**src/rtl/exc_ctrl.sv**
```systemverilog
// Exception controller: prioritises MEM-stage exceptions/interrupts, commits one to CP0 and redirects the PC.
// Latency 1 (registered commit); flush held for FLUSH_CYCLES more cycles, during which new events are dropped.
module exc_ctrl #(
    parameter int unsigned FLUSH_CYCLES = 2,
    parameter logic [31:0] REFILL_OFF   = 32'h0000_0000,
    parameter logic [31:0] GENERAL_OFF  = 32'h0000_0180
) (
    input  logic        clk,
    input  logic        rst,
    input  logic        valid_i,
    input  logic [7:0]  exc_flags_i,
    input  logic        tlb_load_i,
    input  logic [31:0] pc_i,
    input  logic        in_delay_slot_i,
    input  logic [31:0] badVaddr_i,
    input  logic [31:0] status_i,
    input  logic [31:0] cause_i,
    input  logic [31:0] epc_i,
    input  logic [31:0] ebase_i,
    output logic [31:0] exceptionType_o,
    output logic        tlbmiss_o,
    output logic        load_o,
    output logic [31:0] exceptionAddr_o,
    output logic [31:0] badVaddr_o,
    output logic        in_delay_slot_o,
    output logic        flush_o,
    output logic [31:0] newPc_o,
    output logic        redirect_o
);
    typedef enum logic {IDLE, FLUSH} state_t;

    localparam logic [3:0] FLUSH_CNT = 4'(FLUSH_CYCLES);

    state_t      state_q, state_d;
    logic [3:0]  cnt_q, cnt_d;
    logic [31:0] etype_q, etype_d;
    logic        tlbmiss_q, tlbmiss_d;
    logic        load_q, load_d;
    logic [31:0] eaddr_q, eaddr_d;
    logic [31:0] bad_q, bad_d;
    logic        ds_q, ds_d;
    logic        flush_q, flush_d;
    logic [31:0] npc_q, npc_d;
    logic        redirect_q, redirect_d;

    logic int_pend;
    logic accept;
    logic unused_bits;

    assign unused_bits = ^{status_i[31:16], status_i[7:2], cause_i[31:16], cause_i[7:0]};

    always_comb begin
        int_pend   = valid_i & status_i[0] & ~status_i[1] & (|(cause_i[15:8] & status_i[15:8]));
        accept     = (state_q == IDLE) & (int_pend | (valid_i & (|exc_flags_i)));
        state_d    = state_q;
        cnt_d      = cnt_q;
        etype_d    = 32'h0;
        tlbmiss_d  = 1'b0;
        load_d     = 1'b0;
        eaddr_d    = 32'h0;
        bad_d      = 32'h0;
        ds_d       = 1'b0;
        flush_d    = 1'b0;
        npc_d      = 32'h0;
        redirect_d = 1'b0;
        case (state_q)
            IDLE: begin
                if (accept) begin
                    state_d    = FLUSH;
                    cnt_d      = FLUSH_CNT;
                    flush_d    = 1'b1;
                    redirect_d = 1'b1;
                    eaddr_d    = pc_i;
                    bad_d      = badVaddr_i;
                    ds_d       = in_delay_slot_i;
                    npc_d      = ebase_i + GENERAL_OFF;
                    // Interrupt beats every flag; the flagged instruction re-executes after eret.
                    if (int_pend) begin
                        etype_d = 32'h1;
                    end else if (exc_flags_i[7]) begin
                        tlbmiss_d = 1'b1;
                        load_d    = tlb_load_i;
                        if (!status_i[1]) npc_d = ebase_i + REFILL_OFF;
                    end else if (exc_flags_i[0]) begin
                        etype_d = 32'h4;
                    end else if (exc_flags_i[4]) begin
                        etype_d = 32'ha;
                    end else if (exc_flags_i[2]) begin
                        etype_d = 32'h8;
                    end else if (exc_flags_i[3]) begin
                        etype_d = 32'h9;
                    end else if (exc_flags_i[5]) begin
                        etype_d = 32'hc;
                    end else if (exc_flags_i[1]) begin
                        etype_d = 32'h5;
                    end else begin
                        etype_d = 32'he;
                        npc_d   = epc_i;
                    end
                end
            end
            FLUSH: begin
                if (cnt_q == 4'd0) begin
                    state_d = IDLE;
                end else begin
                    cnt_d   = cnt_q - 4'd1;
                    flush_d = 1'b1;
                end
            end
            default: state_d = IDLE;
        endcase
    end

    always_ff @(posedge clk) begin
        if (rst) begin
            state_q    <= IDLE;
            cnt_q      <= 4'd0;
            etype_q    <= 32'h0;
            tlbmiss_q  <= 1'b0;
            load_q     <= 1'b0;
            eaddr_q    <= 32'h0;
            bad_q      <= 32'h0;
            ds_q       <= 1'b0;
            flush_q    <= 1'b0;
            npc_q      <= 32'h0;
            redirect_q <= 1'b0;
        end else begin
            state_q    <= state_d;
            cnt_q      <= cnt_d;
            etype_q    <= etype_d;
            tlbmiss_q  <= tlbmiss_d;
            load_q     <= load_d;
            eaddr_q    <= eaddr_d;
            bad_q      <= bad_d;
            ds_q       <= ds_d;
            flush_q    <= flush_d;
            npc_q      <= npc_d;
            redirect_q <= redirect_d;
        end
    end

    assign exceptionType_o = etype_q;
    assign tlbmiss_o       = tlbmiss_q;
    assign load_o          = load_q;
    assign exceptionAddr_o = eaddr_q;
    assign badVaddr_o      = bad_q;
    assign in_delay_slot_o = ds_q;
    assign flush_o         = flush_q;
    assign newPc_o         = npc_q;
    assign redirect_o      = redirect_q;
endmodule

```
**config.mk**
```make
export PLATFORM = sky130hd
export DESIGN_NAME = exc_ctrl
export DESIGN_NICKNAME = d
export VERILOG_FILES = /design/src/rtl/exc_ctrl.sv
export SDC_FILE = /design/constraint.sdc
export NUM_CORES = 1
export LEC_CHECK = 0
export ABC_CLOCK_PERIOD_IN_PS = 1950
export BUFFER_PORTS_ARGS = -buffer_cell sky130_fd_sc_hd__clkbuf_2
export CELL_PAD_IN_SITES_DETAIL_PLACEMENT = 0
export CELL_PAD_IN_SITES_GLOBAL_PLACEMENT = 1
export CORE_UTILIZATION = 25
export CTS_BUF_LIST = sky130_fd_sc_hd__clkbuf_4
export DETAILED_ROUTE_END_ITERATION = 7
export GPL_ROUTABILITY_DRIVEN = 0
export HOLD_SLACK_MARGIN = 0.02
export PLACE_DENSITY = 0.81
export RECOVER_POWER = 100
export SETUP_SLACK_MARGIN = 0.02
export SYNTH_ARGS = -nofsm -noshare
export SYNTH_HDL_FRONTEND = slang
export SYNTH_SLANG_ARGS = --single-unit
```
**constraint.sdc**
```tcl
create_clock -name clk -period 1.95 [get_ports clk]
set_input_delay 0.4875 -clock clk [delete_from_list [all_inputs] [get_ports clk]]
set_output_delay 0.4875 -clock clk [all_outputs]
set_load 0.02 [all_outputs]
```
After elaboration in Yosys (flattened, before gate mapping)
Index checks and enable logic that the tools add are counted.
{"block": "totals", "register_bits": 137, "latch_bits": 0, "mem_bits_rw": 0, "rom_bits": 0, "out_inout_bits": 133, "word_cells": 63, "n_memories": 0}
{"block": "op_classes", "addsub": 2, "multipliers": 0, "n_div": 0, "order_cmp": 0, "n_eq_ne": 2, "n_shift": 0, "muxes": 24, "bitwise_logic": 11, "reduce_logical": 11}
{"op": "$mux W32", "count": 9}
{"op": "$add A32 B9 Y32 const B", "count": 1}
{"op": "$mux W4", "count": 7}
{"op": "$reduce_or A8 Y1", "count": 2}
{"op": "$reduce_or A10 Y1", "count": 1}
{"op": "$reduce_or A5 Y1", "count": 2}
{"op": "$and A8 B8 Y8", "count": 1}
{"op": "$pmux W4 S2", "count": 1}
{"op": "$reduce_or A6 Y1", "count": 1}
{"op": "$and A1 B1 Y1", "count": 5}
{"op": "$mux W1", "count": 5}
{"op": "$logic_not A4 Y1", "count": 1}
{"op": "$ne A2 B2 Y1 const B", "count": 2}
{"op": "$not A1 Y1", "count": 4}
{"op": "$reduce_or A4 Y1", "count": 1}
{"op": "$sub A4 B1 Y4 const B", "count": 1}
{"op": "$mux W3", "count": 1}
{"op": "$reduce_or A3 Y1", "count": 1}
{"op": "$pmux W1 S2", "count": 1}
{"op": "$reduce_and A2 Y1", "count": 1}
{"op": "$reduce_or A2 Y1", "count": 1}
{"op": "$or A1 B1 Y1", "count": 1}

Logic depth before layout (Yosys ltp)
Gate-level depths: netlist of run 1.
{"block": "logic_depth", "word_depth": 9, "ltp_mapped": 8}

Worst setup path before layout of run 1
No wires, ideal clock.
{"block": "synth_timing", "path_kind": "input port to flip-flop", "startpoint": "input ebase_i[7]", "endpoint": "register npc_q[31], in the netlist newPc_o[31]", "arrival_time_ns": 1.988, "required_ns": 1.826, "slack_ns": -0.162, "cell_stages": 8, "path_buffers": 1, "cell_sequence": "inv_1 -> ha_1 -> nand3b_1 -> or4_1 -> clkbuf_1 -> nor4_2 -> xnor2_1 -> o22ai_1"}
{"block": "synth_between", "elab_chain_len": 9}
{"element": "start: declaration", "line": "19", "source": "input logic [31:0] ebase_i,"}
{"element": "$add A32 B9 Y32 *", "line": "76", "source": "npc_d = ebase_i + GENERAL_OFF;"}
{"element": "$mux W32", "line": "94", "source": "end else if (exc_flags_i[1]) begin"}
{"element": "$mux W32", "line": "92", "source": "end else if (exc_flags_i[5]) begin"}
{"element": "$mux W32", "line": "90", "source": "end else if (exc_flags_i[3]) begin"}
{"element": "$mux W32", "line": "88", "source": "end else if (exc_flags_i[2]) begin"}
{"element": "$mux W32", "line": "86", "source": "end else if (exc_flags_i[4]) begin"}
{"element": "$mux W32", "line": "84", "source": "end else if (exc_flags_i[0]) begin"}
{"element": "$mux W32", "line": "80", "source": "end else if (exc_flags_i[7]) begin"}
{"element": "$mux W32 *", "line": "78", "source": "if (int_pend) begin"}
{"element": "end signal: assignment", "line": "137", "source": "npc_q <= npc_d;"}
{"element": "end: declaration", "line": "43", "source": "logic [31:0] npc_q, npc_d;"}
Every way passes the cells marked *; elsewhere a longest branch is shown, timed or not.
A chain may end at the register's enable or synchronous reset.

Worst setup path in the final report of run 1
Ends and elaborated chain as after synthesis.

==> results of run 1 <==
cell usage in the layout, fill, tap and decap left out, types with 11 or more instances in the layout:
master    instances
nor2_1           13
a21oi_1          15
buf_4            58
a22o_1           14
o22ai_1          14
dfxtp_1         109
clkbuf_4         12
clkbuf_1        109
and2_0           15
conb_1           28
inv_1            15
a22oi_1          11
nand2_1          38
clkbuf_2        159
and2_1           50
flip-flops by register name (all words and copies together) (netlist names):
name	flops
tlbmiss_o	1
exceptionType_o	4
cnt_q	4
badVaddr_o	32
flush_o	1
newPc_o	32
in_delay_slot_o	1
exceptionAddr_o	32
redirect_o	1
load_o	1
metal layers:
layer | vias to the layer above | wire, um | share of wire (%)
met5 | - | 12 | 0.082
met1 | 2053 | 6050 | 42
li1 | 2228 | - | -
met3 | 22 | 1170 | 8.0
met4 | 2 | 342 | 2.3
met2 | 199 | 7000 | 48
metrics by stage:
stage          hold slack, ns  util, %  cell area (um^2)  setup slack [ns]
2_1_floorplan           0.463        -              4540           -0.0992
3_3_place_gp            0.480     37.3              6410            -0.388
3_5_place_dp            0.497     37.3              6410            -0.400
4_1_cts                 0.102     38.2              6560            0.0706
5_1_grt                 0.123     37.3              6410            0.0314
6_report                0.159     37.3              6410            0.0966
logic make-up (layout without fill, tap and decap cells):
group | after synthesis | in the layout | share of synthesized area (%)
AOI/OAI and AO/OA | 107 | 107 | 17.1
buffers and inverters | 64 | 367 | 8.52
DFF | 109 | 109 | 49.9
xor gates and xnor gates | 8 | 8 | 1.60
muxes | 1 | 1 | 0.229
and+or+nand+nor | 174 | 174 | 22.0
adders and majority gates | 2 | 2 | 0.572
other | 1 | 29 | 0.0857
synth_stat cells (all sizes together):
| master | n | area [um^2] |
|---|---|---|
| o32ai | 1 | 8.76 |
| ha | 2 | 25.0 |
| o21a | 2 | 15.0 |
| a221oi | 1 | 8.76 |
| nor4 | 7 | 50.1 |
| or2 | 2 | 12.5 |
| inv | 17 | 63.8 |
| o22ai | 15 | 93.8 |
| a22oi | 11 | 82.6 |
| mux2i | 1 | 10.0 |
| a21oi | 16 | 83.8 |
| o21ai | 15 | 78.8 |
| a22o | 14 | 123 |
| and2 | 65 | 407 |
| a31oi | 8 | 50.1 |
| a2bb2oi | 3 | 26.3 |
| a31o | 1 | 8.76 |
| buf | 35 | 264 |
| o311ai | 1 | 8.76 |
| xnor2 | 8 | 70.1 |
| a21boi | 2 | 18.8 |
| or3 | 8 | 50.1 |
| nand2b | 4 | 25.0 |
| a32oi | 6 | 52.6 |
| nand2 | 38 | 143 |
| nor2b | 2 | 12.5 |
| nand3 | 8 | 40.0 |
| nand3b | 2 | 15.0 |
| conb | 1 | 3.75 |
| clkbuf | 12 | 45.0 |
| o31ai | 1 | 7.51 |
| nand4 | 3 | 18.8 |
| a211oi | 2 | 15.0 |
| dfxtp | 109 | 2180 |
| or4 | 6 | 48.8 |
| o31a | 1 | 8.76 |
| o22a | 4 | 35.0 |
| a2111oi | 1 | 8.76 |
| o211ai | 2 | 15.0 |
| nor2 | 15 | 61.3 |
| and3 | 1 | 6.26 |
| nor3 | 11 | 55.1 |
| and4 | 2 | 17.5 |
worst paths after layout:
path	end	slack [ns]
max	newPc_o[31]	0.1
min	load_o	0.16
max reg2reg	newPc_o[8]	0.31
min reg2reg	cnt_q[0]	0.53
power groups by stage:
| stage | Clock (mW) | Combinational (mW) | Sequential, mW |
|---|---|---|---|
| floorplan | 0 | 0.354 | 2.57 |
| global placement | 0 | 0.910 | 2.43 |
| global route | 1.35 | 0.961 | 2.39 |
| detailed placement | 0 | 0.918 | 2.43 |
| finish | 1.23 | 0.882 | 2.38 |
| CTS | 1.28 | 0.921 | 2.38 |
final cells by class:
type	count	area [um^2]	share of cell area (%)
Antenna cell	1	2.50	0.0391
Clock buffer	9	67.6	1.05
Clock inverter	7	81.3	1.27
Inverter	17	81.3	1.27
Multi-Input combinational cell	320	1960	30.6
Sequential cell	109	2180	34.1
Tap cell	225	282	4.39
Timing Repair Buffer	334	1750	27.3
worst max-delay path, stage by stage:
cell and delay (ns):
clkbuf_2 0.19, inv_12 0.03, ha_2 0.18, nand3b_1 0.18
or4_1 0.43, buf_2 0.22, nor4_2 0.26, xnor2_1 0.15
o22ai_1 0.09
timing repair:
action	CTS	global route
hold endpoints to repair	0	0
endpoints found under the setup margin	0	8
resized for setup	0	2
==> out/results.ini, run 1 <==
[run_status]
run_status = finished clean

[global_routing]
grt_usage_pct = 15.5
antenna_found_initial = 2
gr-max-usage-layer = met2
grtUsageMet1_pct = 18.1
grt_max_degree = 35
gr-usage-met2_pct = 26.6
overflow = 0
grt_pass1_wl_um = 21400
use_met3_pct = 4.01
grt_pass1_vias = 4115

[floorplan]
io_pins = 338
dieWidth_um = 134
start_util_pct = 25.5
rows = 48
die_h_um = 134
dieArea_mm2 = 0.0180
core_mm2 = 0.0172

[min_path]
hold-path-cell-count = 3
hold_path_class = in2reg
hold_start = tlb_load_i

[routing]
drt_iter0_drc = 168
vias = 4504
routed_wirelength_um = 14600
firstDrtPassIters = 4
drc_errors = 0
antenna_left = 0
viasPerCell = 4.41
routedWlPerCell_um = 14.3

[placement]
place_hpwl_um = 11800
placedCellCount = 1005
port_buffers = 263

[synth]
yosysSeqAreaShare_pct = 49.9
syn_area_mm2 = 0.00438
synth-seq-cells = 109
netlist_instances = 466
syn_area_per_cell_um2 = 9.39
ys.warnings.count = 0
ys_types = 53

[setup_path]
cp-startpoint = ebase_i[7]
cp-end-kind = flip-flop
cp_max_fo = 10
arrival_ns = 2.23
path_class = in2reg
rr_worst_depth = 6
reg2reg_from = flush_o
cp_data_required_time_ns = 2.33
critPathLaunchType = input port

[power]
swShare_pct = 32.5
clkPwrFrac_pct = 27.3
finalPower_mw = 4.49
p_comb_share_pct = 19.7
p_switching_mw = 1.46
power_density_mw_per_mm2 = 700
ir_drop_mv = 0.325
leakage_nw = 2.83
p_int_mw = 3.03
power_frac_seq_pct = 53.0

[clock_network]
htree_levels = 3
clk_path_buf_depth = 2
cts_made_buffers = 9
clock-sinks = 109
cts_hold_buf = 0
post_cts_buffers = 0
cts_root_buffer = clkbuf_4
path_clk_slew_ns = 0.20
clkLatencyLatePin_ns = 0.48
cts_tree = done

[sta]
maxSlewViolCount = 0
worst_pin_slew_ns = 0.580
fmax_mhz = 540
skew_ns = 0.0139
hold_violations = 0
slew_headroom_pct = 61.3
finalSetupViolCount = 0
tns_ns = 0
rsz0062_at_grt = no
min_period_ns = 1.85
period_share_pct = 95.0

[cells_and_area]
nets = 998
drive_gt1_share_pct = 32.4
n_fill_cell = 1840
syn2layout_area_growth_pct = 46.4
fin_cells = 1022

[run]
max-cap-violations = 0

Power figures use the tool's default switching activity.
==> inputs of run 2 (changes only) <==
--- a/config.mk
+++ b/config.mk
@@ -7,3 +7,3 @@
 export LEC_CHECK = 0
-export ABC_CLOCK_PERIOD_IN_PS = 1950
+export ABC_CLOCK_PERIOD_IN_PS = 2300
 export BUFFER_PORTS_ARGS = -buffer_cell sky130_fd_sc_hd__clkbuf_2
@@ -11,8 +11,9 @@
 export CELL_PAD_IN_SITES_GLOBAL_PLACEMENT = 1
-export CORE_UTILIZATION = 25
+export CORE_AREA = 2 2 132 134
 export CTS_BUF_LIST = sky130_fd_sc_hd__clkbuf_4
 export DETAILED_ROUTE_END_ITERATION = 7
+export DIE_AREA = 0 0 134 136
 export GPL_ROUTABILITY_DRIVEN = 0
 export HOLD_SLACK_MARGIN = 0.02
-export PLACE_DENSITY = 0.81
+export PLACE_DENSITY_LB_ADDON = 0.1
 export RECOVER_POWER = 100
==> constraint.sdc (replaced) <==
create_clock -name clk -period 2.3 [get_ports clk]
set_input_delay 0.575 -clock clk [delete_from_list [all_inputs] [get_ports clk]]
set_output_delay 0.575 -clock clk [all_outputs]
set_load 0.05 [all_outputs]
==> run 2 against run 1 <==
Against the previous run: sequential power decreased by 15%; critical path depth decreased by 2; sequential share of layout area increased by 1.3 points; first-iteration DRC count decreased by 30%; non-clock buffer count decreased by 14; critical path type unchanged; largest power group unchanged.
==> out/results.ini, run 2 (synthesized netlist as in run 1, its figures left out) <==
[run_status]
run_status = finished clean

[routing]
routedWlPerCell_um = 15.6  ; +9.6%
antenna_left = 0  ; unchanged
firstDrtPassIters = 4  ; unchanged
routed_wirelength_um = 15800  ; +8.2%
drc_errors = 0  ; unchanged
drt_iter0_drc = 118  ; -30%
viasPerCell = 4.37  ; -0.85%
vias = 4409  ; -2.1%

[global_routing]
grt_usage_pct = 16.6  ; +1.1 points
grt_pass1_wl_um = 23200  ; +8.4%
grt_pass1_vias = 4350  ; +5.7%
overflow = 0  ; unchanged
antenna_found_initial = 3  ; +1
grt_max_degree = 35  ; unchanged

[min_path]
hold_path_end = newPc_o[1]
hold_path_class = in2reg
hold_start = epc_i[1]
hold-path-cell-count = 3  ; unchanged

[clock_network]
cts_tree = done
htree_levels = 3  ; unchanged
post_cts_buffers = 0  ; unchanged
clkLatencyLatePin_ns = 0.50  ; +0.02 ns
cts_made_buffers = 9  ; unchanged
cts_hold_buf = 0  ; unchanged
cts_root_buffer = clkbuf_4
clk_path_buf_depth = 2  ; unchanged
path_clk_slew_ns = 0.20  ; about the same
ctsResizeCount = 0  ; unchanged
clock-sinks = 109  ; unchanged

[floorplan]
dieArea_mm2 = 0.0182  ; +1.0%
die_h_um = 136  ; +1.3%
core_mm2 = 0.0169  ; -1.7%
rows = 48  ; unchanged
io_pins = 338  ; unchanged
dieWidth_um = 134  ; -0.22%
start_util_pct = 25.9  ; +0.45 points

[cells_and_area]
fin_cells = 1009  ; -1.3%
most-common-layout-cells = 158 x clkbuf_2, 114 x clkbuf_1, 109 x dfxtp_1
n_fill_cell = 1877  ; +2.0%
final_util_pct = 36.6  ; -0.74 points
nets = 984  ; -1.4%
syn2layout_area_growth_pct = 41.0
layout_commonest_cell = clkbuf_2
drive_gt1_share_pct = 29.2  ; -3.3 points

[placement]
placedCellCount = 991  ; -1.4%
port_buffers = 263  ; unchanged
place_hpwl_um = 12500  ; +6.2%

[setup_path]
r2r-end = newPc_o[29]
critPathSlowestCell = or4_1
cp.buffers_inverters = 3  ; unchanged
rrSetupSlack_ns = 0.47  ; +0.16 ns
cp_data_required_time_ns = 2.71  ; +0.38 ns
reg2reg_from = flush_o
max_stage_delay_ns = 0.60  ; +0.17 ns
cp.depth = 7  ; -2
cp-end-kind = flip-flop
arrival_ns = 2.46  ; +0.23 ns
path_class = in2reg
rr_worst_depth = 6  ; unchanged
path_delay_family = simple AND/OR/NAND/NOR gates
path_cells = clkbuf_2 -> or4_1 -> o31a_1 -> o21ai_2 -> inv_1 -> buf_2 -> and2_0
critPathLaunchType = input port
cp_max_fo = 34  ; +24

[power]
finalPower_mw = 3.99  ; -11%
ir_drop_mv = 0.248  ; -24%
power_density_mw_per_mm2 = 646  ; -7.7%
leakage_nw = 2.72  ; -4.1%

[sta]
period_share_pct = 89.4
tns_ns = 0  ; unchanged
hold_violations = 0  ; unchanged
maxSlewViolCount = 0  ; unchanged
worst_pin_slew_ns = 0.872  ; +0.292 ns
timing.hold.ws_ns = 0.260  ; +0.101 ns
slew_headroom_pct = 41.5  ; -20 points
fmax_mhz = 487
finalSetupViolCount = 0  ; unchanged
min_period_ns = 2.06
skew_ns = 0.0166  ; +0.00275 ns
rsz0062_at_grt = no

[run]
max-cap-violations = 0  ; unchanged

==> run 2: cell type report <==
| cell class | instances | area (um^2) | share of cell area [%] |
|---|---|---|---|
| diodes | 2 | 5.00 | 0.0811 |
| clock buffers | 9 | 67.6 | 1.10 |
| clock inverters | 7 | 71.3 | 1.16 |
| inverters | 17 | 63.8 | 1.03 |
| multi-input cells | 320 | 1910 | 30.9 |
| flip-flops and latches | 109 | 2180 | 35.4 |
| well taps | 225 | 282 | 4.56 |
| repair buffers | 320 | 1590 | 25.8 |
==> run 2: worst min-delay path, cell delays in order <==
cell	delay [ns]
clkbuf_2	0.08
nand2_1	0.05
a21oi_1	0.05
==> run 2: power by group <==
part           total (mW)  leakage, nW  switching [mW]  internal [mW]
clock network       0.988       0.0745           0.737          0.251
logic               0.982         1.75           0.702          0.280
registers            2.02        0.893          0.0302           1.99
==> run 2: metrics by stage <==
step | instance area (um^2) | worst slack, ns
finish | 6170 | 0.245
global route | 6170 | 0.160
CTS | 6360 | 0.316
detailed placement | 6220 | -0.170
global placement | 6220 | -0.165
floorplan | 4480 | 0.100
==> run 2: worst max path at each step <==
stage / from / to / slack (ns)
final: exc_flags_i[7] / exceptionAddr_o[9] / 0.24
after global routing: exc_flags_i[7] / badVaddr_o[15] / 0.16
after CTS: flush_o / flush_o / 0.32
after detailed placement: ebase_i[7] / newPc_o[27] / -0.17
after global placement: ebase_i[7] / newPc_o[27] / -0.17
after floorplan: ebase_i[7] / newPc_o[31] / 0.10
==> run 2: routing by layer <==
metal | part of all wire (%) | up-vias | global-route usage, %
met3 | 8.4 | 11 | 4.62
li1 | - | 2209 | -
met4 | 1.1 | 2 | 4.61
met2 | 50 | 196 | 30.4
met1 | 40 | 1991 | 18.8
met5 | 0.082 | - | 0
